$ cat src/rtl/sseg_pkg.sv
// Shared constants, slot-state type and pattern slicing helper for the
// seven-segment scan controller.
package sseg_pkg;

  localparam logic [6:0] SEG_BLANK = 7'h7F;
  localparam logic [3:0] AN_OFF    = 4'hF;
  localparam int         NDIG      = 4;
  localparam int         SEG_W     = 7;
  localparam int         LOAD_W    = NDIG * SEG_W;

  typedef enum logic {
    BLANK,
    DRIVE
  } slot_state_t;

  // Pull the 7-bit pattern for digit idx out of a packed load word.
  function automatic logic [SEG_W-1:0] digit_slice(input logic [LOAD_W-1:0] data,
                                                   input int idx);
    return data[idx*SEG_W +: SEG_W];
  endfunction

endpackage

$ cat src/rtl/sseg_scan_ctrl_if.sv
// Pattern-set load port: valid/ready handshake carrying four packed digits.
interface sseg_scan_ctrl_if;
  import sseg_pkg::*;

  logic              load_valid;
  logic              load_ready;
  logic [LOAD_W-1:0] load_data;

  modport master (
    output load_valid,
    output load_data,
    input  load_ready
  );

  modport slave (
    input  load_valid,
    input  load_data,
    output load_ready
  );

endinterface

$ cat src/rtl/slot_timer.sv
// Per-digit slot prescaler: counts system clocks 0..TICK_DIV-1 and flags the
// last cycle of each slot.
module slot_timer #(
  parameter int TICK_DIV = 100000
) (
  input  logic                        clk,
  input  logic                        reset,
  output logic [$clog2(TICK_DIV)-1:0] cnt,
  output logic                        slot_end
);

  localparam int            CW   = $clog2(TICK_DIV);
  localparam logic [CW-1:0] LAST = CW'(TICK_DIV - 1);

  assign slot_end = (cnt == LAST);

  // Free-running slot counter that wraps to zero on the last slot cycle.
  always_ff @(posedge clk or negedge reset) begin
    if (!reset) begin
      cnt <= '0;
    end else if (slot_end) begin
      cnt <= '0;
    end else begin
      cnt <= cnt + CW'(1);
    end
  end

endmodule

$ cat src/rtl/sseg_scan_ctrl.sv
// Four-digit common-anode scan controller: double-buffered pattern load,
// per-slot dead time, per-digit enable and registered anode/segment drive.
module sseg_scan_ctrl
  import sseg_pkg::*;
#(
  parameter int TICK_DIV  = 100000,
  parameter int BLANK_CYC = 1000
) (
  input  logic             clk,
  input  logic             reset,
  sseg_scan_ctrl_if.slave  load,
  input  logic [NDIG-1:0]  dig_en,
  output logic [3:0]       an,
  output logic [6:0]       sseg,
  output logic             frame_start
);

  localparam int CW = $clog2(TICK_DIV);

  logic [CW-1:0]    cnt;
  logic             slot_end;
  logic [1:0]       dig;
  logic [NDIG-1:0]  en_q;
  logic             pending;
  logic [SEG_W-1:0] active [NDIG];
  logic [SEG_W-1:0] shadow [NDIG];
  slot_state_t      slot_state;
  logic             frame_wrap;

  slot_timer #(
    .TICK_DIV(TICK_DIV)
  ) u_slot_timer (
    .clk      (clk),
    .reset    (reset),
    .cnt      (cnt),
    .slot_end (slot_end)
  );

  assign slot_state     = (int'(cnt) < BLANK_CYC) ? BLANK : DRIVE;
  assign frame_wrap     = slot_end && (dig == 2'(NDIG - 1));
  assign load.load_ready = ~pending;

  // Digit index and enable latch both advance only at slot boundaries.
  always_ff @(posedge clk or negedge reset) begin
    if (!reset) begin
      dig  <= '0;
      en_q <= '1;
    end else if (slot_end) begin
      dig  <= dig + 2'd1;
      en_q <= dig_en;
    end
  end

  // Double buffer: fill the shadow while empty, promote it at a frame wrap.
  always_ff @(posedge clk or negedge reset) begin
    if (!reset) begin
      pending <= 1'b0;
      for (int i = 0; i < NDIG; i++) begin
        active[i] <= SEG_BLANK;
        shadow[i] <= SEG_BLANK;
      end
    end else if (pending) begin
      if (frame_wrap) begin
        for (int i = 0; i < NDIG; i++) begin
          active[i] <= shadow[i];
        end
        pending <= 1'b0;
      end
    end else if (load.load_valid) begin
      for (int i = 0; i < NDIG; i++) begin
        shadow[i] <= digit_slice(load.load_data, i);
      end
      pending <= 1'b1;
    end
  end

  // Registered display drive and frame marker, one cycle behind the counter.
  always_ff @(posedge clk or negedge reset) begin
    if (!reset) begin
      an          <= AN_OFF;
      sseg        <= SEG_BLANK;
      frame_start <= 1'b0;
    end else begin
      frame_start <= frame_wrap;
      if (slot_state == BLANK || !en_q[dig]) begin
        an   <= AN_OFF;
        sseg <= SEG_BLANK;
      end else begin
        an   <= ~(4'b0001 << dig);
        sseg <= active[dig];
      end
    end
  end

endmodule

$ cat src/flat_wrapper.sv
// flat-port wrapper written by rule: the top's interface ports become plain ports
module sseg_scan_ctrl_flat import sseg_pkg::*;
#(
  parameter int TICK_DIV  = 100000,
  parameter int BLANK_CYC = 1000
)
  (clk, reset, dig_en, an, sseg, frame_start, load_load_valid, load_load_data, load_load_ready);
  sseg_scan_ctrl_if load_i ();
  input  logic clk;
  input  logic reset;
  input  logic [NDIG-1:0] dig_en;
  output logic [3:0] an;
  output logic [6:0] sseg;
  output logic frame_start;
  input wire logic [$bits(load_i.load_valid)-1:0] load_load_valid;
  input wire logic [$bits(load_i.load_data)-1:0] load_load_data;
  output wire logic [$bits(load_i.load_ready)-1:0] load_load_ready;
  assign load_i.load_valid = load_load_valid;
  assign load_i.load_data = load_load_data;
  assign load_load_ready = load_i.load_ready;
  sseg_scan_ctrl #(.TICK_DIV(TICK_DIV), .BLANK_CYC(BLANK_CYC)) u_core (.clk(clk), .reset(reset), .load(load_i), .dig_en(dig_en), .an(an), .sseg(sseg), .frame_start(frame_start));
endmodule
$ cat config.mk
export PLATFORM = sky130hd
export DESIGN_NAME = sseg_scan_ctrl_flat
export DESIGN_NICKNAME = d
export VERILOG_FILES = /design/src/rtl/sseg_pkg.sv /design/src/rtl/sseg_scan_ctrl_if.sv /design/src/rtl/slot_timer.sv /design/src/rtl/sseg_scan_ctrl.sv /design/src/flat_wrapper.sv
export SDC_FILE = /design/constraint.sdc
export NUM_CORES = 1
export LEC_CHECK = 0
export CORE_MARGIN = 2
export CORE_UTILIZATION = 40
export CTS_BUF_LIST = sky130_fd_sc_hd__clkbuf_2
export CTS_CLUSTER_DIAMETER = 120
export CTS_CLUSTER_SIZE = 12
export DETAILED_ROUTE_END_ITERATION = 8
export GPL_ROUTABILITY_DRIVEN = 0
export PLACE_DENSITY = 0.65
export SLEW_MARGIN = 10
export SYNTH_ARGS = -nofsm -noshare
export SYNTH_HDL_FRONTEND = slang
export SYNTH_HIERARCHICAL = 1
export SYNTH_SLANG_ARGS = --single-unit
$ cat constraint.sdc
create_clock -name clk -period 2.5 [get_ports clk]
set_input_delay 0.75 -clock clk [delete_from_list [all_inputs] [get_ports clk]]
set_output_delay 0.75 -clock clk [all_outputs]
set_load 0.05 [all_outputs]
==> results.md, run 1 <==
- Site Rows: 36
- Worst R2R Setup Slack: 0.17 ns
- LEAKAGE: 1.90 nW
- Top Family by Delay on Critical Path: flip-flops
- Antenna cells: 0
- Status: complete, no violations
- Pwr dens: 550 nW/µm²
- WL/cell: 14.6 µm
- 1st-iter DRT viols: 86
- DR vias: 2245
- Minimum clock period: 2.39 ns
- Final wirelength: 6.72 mm
- Worst-margin pin slew: 0.490 ns
- Max IR drop VDD: 281 µV
- CTS Buf Count: 9
- Worst min path class: in -> async
- CTS tree: done
- Post-route ant nets: 0
- EDFF count, synth: 0
- Worst Clk Skew: 0.0365 ns
- H-tree depth: 3
- Slowest-stage cell, CP: dfstp_2
- CP startpoint kind: register
- # Post-CTS Setup Buffers: 0
- Pre-Repair DR Iteration Count: 4
- Layout area overhead: 19.4%
- Final Cycle Share: 95.5%
- Sequential element share of the synthesized area: 60.0%
- # setup viols final: 0
- CP arrival: 1.64 ns
- Max_cap viols: 0
- Fraction of layout cells with a size suffix above 1: 52.3%
- CTS clk-pin slew, worst paths: 0.26 ns
- Synth top area cells: dfstp_2 (47%), mux2_2 (14%), dfrtp_1 (13%), mux4_2 (4.5%), mux2_4 (3.4%)
- Worst Setup End Kind: output port
- Area of the die: 10800 µm²
- Finished Cell Area: 4760 µm²
- WS Path Type: reg -> out
- Post-synth top area share: 46.8%
- IO Count: 48
- Final core utilization: 48.9%
- CTS Buffer Depth: 2
- Async set-or-reset flop fraction in the synthesized netlist: 100%
- Worst Path Required: 1.75 ns
- Number of synthesis warnings: 6
- Die extent in x: 104 µm
- Synth Area per Inst: 14.9 µm²
- Core Footprint: 9730 µm²
- Max-slew violations: 0
- RSZ-0062 raised after global routing: no
- Fillcell total: 887
- Worst skew pair latency: 0.54 ns
- Congestion Overflow GR: 0
- # nets final: 362
- Initial Utilization: 40.9%
- Drc violations: 0
- Vias per cell: 4.88
- Largest net degree at the start of global routing: 93
- Biggest area consumer among synthesized cells: dfstp_2
- Final Hold Violating Endpoints: 0
- Count of different cell masters after synthesis: 33
- GRT Util Overall: 13.8%
- Syn Nets: 307
- DP Wirelength: 4.49 mm
- Post-synthesis cell count: 267
- Fmax: 0.419 GHz
- Port bufs: 47
- Initial antenna violation count: 0
- Crit-path max FO: 1
- Slowest stage delay, CP: 0.57 ns
- CTS Sinks: 92
- Worst path cell trace: dlygate4sd2_1
- Root Buffer Master: clkbuf_2
- Critical path buffers and inverters: 1
- First-pass GRT wire length: 11.7 mm
- Vias in the first global route: 2410
- Slew HR: 67.3%
- Die height: 104 µm
- Seq cells post-synth: 92
- Mapped cell area: 3980 µm²
- Area post-placement: 4630 µm²
- Synth Flop Type: dfstp_2
==> worst paths after layout <==
check                      cells after the start                        start                    endpoint
setup / recovery                               1               u_core/sseg[0]                     sseg[0]
hold / removal                                 2                        reset  u_core/u_slot_timer/cnt[5]
setup reg to reg                               7  u_core/u_slot_timer/cnt[13]            u_core/active[0]
hold reg to reg                                1   u_core/u_slot_timer/cnt[0]  u_core/u_slot_timer/cnt[0]
max in group asynchronous                      2                        reset            u_core/active[8]
min in group clk                               1   u_core/u_slot_timer/cnt[0]  u_core/u_slot_timer/cnt[0]
==> cell type report <==
class | count | area (µm²) | share of cell area [%]
Sequential cell | 92 | 2390 | 50.3
Multi-Input combinational cell | 151 | 1460 | 30.7
Timing Repair Buffer | 57 | 556 | 11.7
Clock buffer | 9 | 45.0 | 0.947
Clock inverter | 7 | 96.3 | 2.03
Tap cell | 133 | 166 | 3.50
Inverter | 11 | 41.3 | 0.868
==> sequential cells by signal, indices dropped and copies added, names as in the netlist <==
register,cells
u_core/active,28
u_core/shadow,28
u_core/u_slot_timer/cnt,17
u_core/sseg,7
u_core/an,4
u_core/en_q,4
u_core/dig,2
u_core/frame_start,1
u_core/pending,1
==> cell usage after synthesis, types with 6 or more instances <==
cell type / instances
dfrtp_1: 21
dfstp_2: 71
inv_1: 11
mux2_2: 51
mux2_4: 9
mux4_2: 8
nand2_1: 10
nor2_1: 10
o211ai_1: 11
xnor2_1: 9
xor2_1: 6
==> timing repair <==
| action | 4_1_cts | 5_1_grt |
|---|---|---|
| hold buffers | 0 | 0 |
| resized for setup | 13 | 3 |
| setup endpoints to repair | 13 | 3 |
==> cell usage in the layout (no fill, tap or decap), types with 2 or more instances in the layout <==
cell type and n:
o21ai_0 2, nor3_1 5, ha_1 5, xor2_1 6
and4_1 2, nor2_1 10, inv_6 2, xnor2_1 9
nor4_1 2, mux4_2 8, clkbuf_2 9, o211ai_1 11
mux2_4 9, dfstp_2 71, buf_12 2, bufinv_16 2
buf_4 9, inv_1 11, dlygate4sd2_1 10, dfrtp_1 21
nand3_1 4, or4_1 2, clkdlybuf4s15_1 3, mux2_2 51
nand2_1 10, nand4_1 5, clkdlybuf4s50_1 33
==> through the flow <==
stage                     setup TNS, ns  instances  power [mW]  setup slack (ns)  hold WS [ns]
final                                 0        460        2.61             0.113         0.191
after global routing                  0        460        2.74           0.00518         0.166
after CTS                             0        460        2.66            0.0393         0.169
after detailed placement              0        444        1.80             0.180         0.492
after global placement                0        444        1.79             0.229         0.484
after floorplan                   -4.64        267        1.69            -0.260         0.454
==> worst register-to-register path, delay by kind of cell (launching register included) <==
family | cells | cell delay [ns]
flip-flops | 1 | 0.47
buffers and inverters | 1 | 0.18
AND/OR/NAND/NOR | 5 | 1.33
multiplexers | 1 | 0.33
==> cell families (layout without fill, tap and decap cells) <==
logic type	after synthesis	in the layout	synth area share, %
xor gates and xnor gates	15	15	3.30
DFF	92	92	60.0
and+or+nand+nor	47	47	6.60
adders and majority gates	5	5	1.57
buffers and inverters	24	84	3.36
muxes	68	68	22.3
AOI/OAI and AO/OA	16	16	2.83
==> report_power, final <==
part | total, mW | internal, mW | switching, mW | leakage (nW)
sequential | 1.63 | 1.60 | 0.0322 | 1.01
clock | 0.843 | 0.337 | 0.506 | 0.0832
combinational | 0.142 | 0.0923 | 0.0493 | 0.803
total | 2.61 | 2.03 | 0.588 | 1.90
==> metal layers <==
layer  track usage, %  up-vias  share of wire (%)
met5                0        -                  0
li1                 -     1058                  -
met1             17.7     1135                 46
met3             3.27       13                3.1
met2             21.9       39                 48
met4             6.85        0                2.6
Note: power is estimated with default switching activity, not from simulation.
==> run 2: changes to the inputs <==
Settings changed: MAX_ROUTING_LAYER from default to met4, RECOVER_POWER from default to 100, SKIP_CTS_REPAIR_TIMING from default to 1.
==> results.md, run 2 (same netlist as run 1, synthesis figures left out) <==
- Die height: 104 µm
- Site Rows: 36
- Worst Path Required: 2.99 ns
- Core Footprint: 9730 µm²
- Setup WS pre-CTS: 0.180 ns
- Largest net degree at the start of global routing: 93
- Fmax: 0.421 GHz
- Antenna cells: 0
- Minimum clock period: 2.37 ns
- CTS clk-pin slew, worst paths: 0.25 ns
- Crit-path max FO: 29
- Worst-margin pin slew: 1.93 ns
- Vias per cell: 4.88
- CP startpoint kind: register
- CP arrival: 2.86 ns
- Status: complete, but fails checks
- Final wirelength: 6.79 mm
- Die extent in x: 104 µm
- # setup viols final: 0
- Max IR drop VDD: 281 µV
- Final core utilization: 47.9%
- Slew HR: -28.9%
- Layout area overhead: 17.0%
- Worst min path class: reg -> reg
- Area of the die: 10800 µm²
- Total Power: 2.60 mW
- Final setup margin: 0.127 ns
- Congestion Overflow GR: 0
- Failing checks: max-capacitance violations, max-slew violations
- Post-route ant nets: 0
- # nets final: 362
- Fraction of layout cells with a size suffix above 1: 49.8%
- Vias in the first global route: 2395
- DP Wirelength: 4.49 mm
- LEAKAGE: 1.85 nW
- Max-slew violations: 93
- WL/cell: 14.8 µm
- WS Path Type: reg -> reg
- CTS tree: done
- Worst Clk Skew: 0.0350 ns
- GRT Util Overall: 14.1%
- CTS Sinks: 92
- Regs by FF count: u_core/active x28, u_core/shadow x28, u_core/u_slot_timer/cnt x17
- H-tree depth: 3
- Port bufs: 47
- Root Buffer Master: clkbuf_2
- Worst Setup End Kind: register
- IO Count: 48
- Worst skew pair latency: 0.54 ns
- Max_cap viols: 1
- CTS Buf Count: 9
- Final Hold Violating Endpoints: 0
- Most frequent cells in the layout: dfstp_2 (71), mux2_2 (51), clkdlybuf4s50_1 (32)
- First-pass GRT wire length: 11.7 mm
- 1st-iter DRT viols: 80
- Pre-Repair DR Iteration Count: 4
- DR vias: 2243
- Initial Utilization: 40.9%
- Drc violations: 0
- RSZ-0062 raised after global routing: no
- CTS Buffer Depth: 2
- Initial antenna violation count: 0
- Pwr dens: 559 nW/µm²
- Commonest non-fill, non-tap cell in the layout: dfstp_2
- Final Cycle Share: 94.9%
[run 2: changes by cell type in the layout (fill, tap and decap cells not counted), sizes merged, moves of 2 or more]
| cell | previous run | this run |
|---|---|---|
| clkbuf | 9 | 25 |
| buf | 11 | 6 |
| clkdlybuf4s15 | 3 | 0 |
| dlygate4sd2 | 10 | 0 |
| dlymetal6s2s | 0 | 2 |
[run 2: worst paths after layout]
path / slack, ns / depth (start not counted) / start / endpoint
max in group asynchronous: 0.54 / 2 / reset / u_core/u_slot_timer/cnt[9]
worst max-delay path: 0.13 / 7 / u_core/u_slot_timer/cnt[13] / u_core/active[0]
worst max register to register: 0.13 / 7 / u_core/u_slot_timer/cnt[13] / u_core/active[0]
worst min register to register: 0.51 / 1 / u_core/u_slot_timer/cnt[0] / u_core/u_slot_timer/cnt[0]
min in group asynchronous: 0.82 / 2 / reset / u_core/u_slot_timer/cnt[5]
worst min-delay path: 0.51 / 1 / u_core/u_slot_timer/cnt[0] / u_core/u_slot_timer/cnt[0]
[run 2: power by group]
group,switching [mW],internal (mW),total [mW]
Clock,0.502,0.337,0.839
Combinational,0.0485,0.0888,0.137
Sequential,0.0316,1.60,1.63
[run 2: through the flow]
step | setup TNS, ns | hold WS (ns) | cells | instance area, µm²
after global placement | 0 | 0.484 | 444 | 4630
after global routing | 0 | 0.547 | 460 | 4660
final | 0 | 0.511 | 460 | 4660
after floorplan | -4.64 | 0.454 | 267 | 3980
after CTS | -2.53 | 0.169 | 460 | 4770
after detailed placement | 0 | 0.492 | 444 | 4630
[run 2: area by class of cell]
| cell class | instances | area, µm² |
|---|---|---|
| clock buffer | 9 | 45.0 |
| clock inverter | 7 | 96.3 |
| fill | 904 | 5070 |
| inverter | 11 | 41.3 |
| multi-input combinational | 151 | 1450 |
| sequential | 92 | 2390 |
| tap | 133 | 166 |
| timing repair buffer | 57 | 475 |
[run 2: routing by layer]
metal	global-route usage, %	part of all wire (%)	vias up	wire, µm
met2	21.9	49	41	3320
met5	-	0	-	0
li1	-	-	1060	-
met3	3.21	3.1	13	213
met1	17.7	46	1129	3110
met4	6.56	2.3	0	154
[run 2: critical path, stage by stage (launching register included)]
cell and delay [ns]:
dfrtp_1 0.47, or4_1 0.48, or4_1 0.45, nor4_4 0.17
and2_4 0.18, nand2_1 0.08, buf_12 0.18, mux2_4 0.31
==> run 3: changes to the inputs <==
Settings changed: CORE_ASPECT_RATIO from default to 0.7.
==> results.md, run 3 (same netlist as run 1, synthesis figures left out) <==
- Site Rows: 30
- Reg2reg end: u_core/active[3]
- Die height: 87.5 µm
- Pre-Repair DR Iteration Count: 4
- Busiest layer in global routing: met2
- Worst reg2reg startpoint: u_core/u_slot_timer/cnt[13]
- Final Hold Violating Endpoints: 0
- R2r worst-path depth: 7
- First-pass GRT wire length: 11.4 mm
- Crit-path max FO: 16
- Regs by FF count: u_core/active x28, u_core/shadow x28, u_core/u_slot_timer/cnt x17
- Initial antenna violation count: 0
- Sw power: 0.537 mW
- DR vias: 2213
- Congestion Overflow GR: 0
- WL/cell: 15.3 µm
- Fmax: 0.415 GHz
- Setup WS pre-CTS: 0.129 ns
- Post-route ant nets: 0
- 1st-iter DRT viols: 107
- Commonest non-fill, non-tap cell in the layout: dfstp_2
- Crit path capture: u_core/active[3]
- Vias per cell: 4.85
- Max IR drop VDD: 312 µV
- Largest net degree at the start of global routing: 38
- Worst R2R Setup Slack: 0.09 ns
- Logic pwr share: 5.5%
- Total Power: 2.56 mW
- Fraction of layout cells with a size suffix above 1: 49.1%
- CTS clk-pin slew, worst paths: 0.23 ns
- Worst Path Required: 2.97 ns
- CTS tree: done
- Root Buffer Master: clkbuf_2
- IO Count: 48
- Worst-margin pin slew: 1.98 ns
- LEAKAGE: 1.84 nW
- CP startpoint kind: register
- Routing usage on met3: 4.38%
- Initial Utilization: 41.1%
- Finished Cell Area: 4630 µm²
- RSZ-0062 raised after global routing: no
- Drc violations: 0
- Vias in the first global route: 2265
- CTS Sinks: 92
- Finished Layout Cells: 456
- Cell-internal power: 2.02 mW
- Final core utilization: 47.8%
- # setup viols final: 0
- Post-Route Setup TNS: 0 ns
- GRT Util Overall: 14.6%
- GRT met1 Usage: 19.3%
- Fraction of power spent switching nets: 21.0%
- Final setup margin: 0.0904 ns
- Final Cycle Share: 96.4%
- Max_cap viols: 1
- # nets final: 363
- Worst skew pair latency: 0.52 ns
- WS Path Type: reg -> reg
- Layout area overhead: 16.2%
- H-tree depth: 3
- CTS Buffer Depth: 2
- Cell total after placement: 440
- Die extent in x: 123 µm
- Sequential fraction of design power: 63.6%
- Slew HR: -31.7%
- Hold slack: 0.502 ns
- Antenna cells: 0
- Area post-placement: 4630 µm²
- Fillcell total: 891
- Core Footprint: 9680 µm²
- Worst Clk Skew: 0.0283 ns
- Pwr dens: 553 nW/µm²
- Worst min path class: reg -> reg
- Final wirelength: 6.97 mm
- Most frequent cells in the layout: dfstp_2 (71), mux2_2 (51), clkdlybuf4s50_1 (32)
- Minimum clock period: 2.41 ns
- Max-slew violations: 37
- Status: complete, but fails checks
- DP Wirelength: 4.96 mm
- Worst Setup End Kind: register
- Hold path cells: 1
- Clk pwr share: 30.9%
- Port bufs: 47
- GR Util met2: 21.7%
- Area of the die: 10800 µm²
- Failing checks: max-capacitance violations, max-slew violations
- Worst setup path start: u_core/u_slot_timer/cnt[13]
- CP arrival: 2.88 ns
- CTS Buf Count: 9
[run 3: worst min path at each step]
stage,start,to,slack (ns)
after floorplan,reset,u_core/dig[0],0.45
after global placement,u_core/u_slot_timer/cnt[0],u_core/u_slot_timer/cnt[0],0.48
after detailed placement,u_core/u_slot_timer/cnt[0],u_core/u_slot_timer/cnt[0],0.48
after CTS,reset,u_core/pending,0.1
after global routing,u_core/u_slot_timer/cnt[0],u_core/u_slot_timer/cnt[0],0.53
final,u_core/u_slot_timer/cnt[0],u_core/u_slot_timer/cnt[0],0.50
[run 3: layout make-up]
| type | instances | area (µm²) | area share [%] |
|---|---|---|---|
| tap | 128 | 160 | 3.46 |
| sequential | 92 | 2390 | 51.7 |
| multi-input combinational | 151 | 1440 | 31.1 |
| timing repair buffer | 58 | 467 | 10.1 |
| clock inverter | 5 | 76.3 | 1.65 |
| clock buffer | 11 | 55.1 | 1.19 |
| inverter | 11 | 41.3 | 0.892 |
[run 3: power groups by stage]
stage / clock (mW) / combinational (mW) / sequential (mW)
finish: 0.791 / 0.142 / 1.63
global route: 0.905 / 0.157 / 1.64
CTS: 0.837 / 0.148 / 1.63
detailed placement: 0 / 0.147 / 1.65
global placement: 0 / 0.143 / 1.65
floorplan: 0 / 0.0548 / 1.64
[run 3: critical path, cell delays in order, from the launching register on]
cell and delay, ns:
dfrtp_1 0.48, or4_1 0.49, or4_4 0.44, nor4_4 0.17, and2_4 0.18, nand2_1 0.07
buf_4 0.22, mux2_1 0.34
[run 3: metal layers]
metal,vias up,share of wire (%)
met5,-,0
li1,1061,-
met3,7,4.2
met1,1107,48
met2,38,46
met4,0,1.0
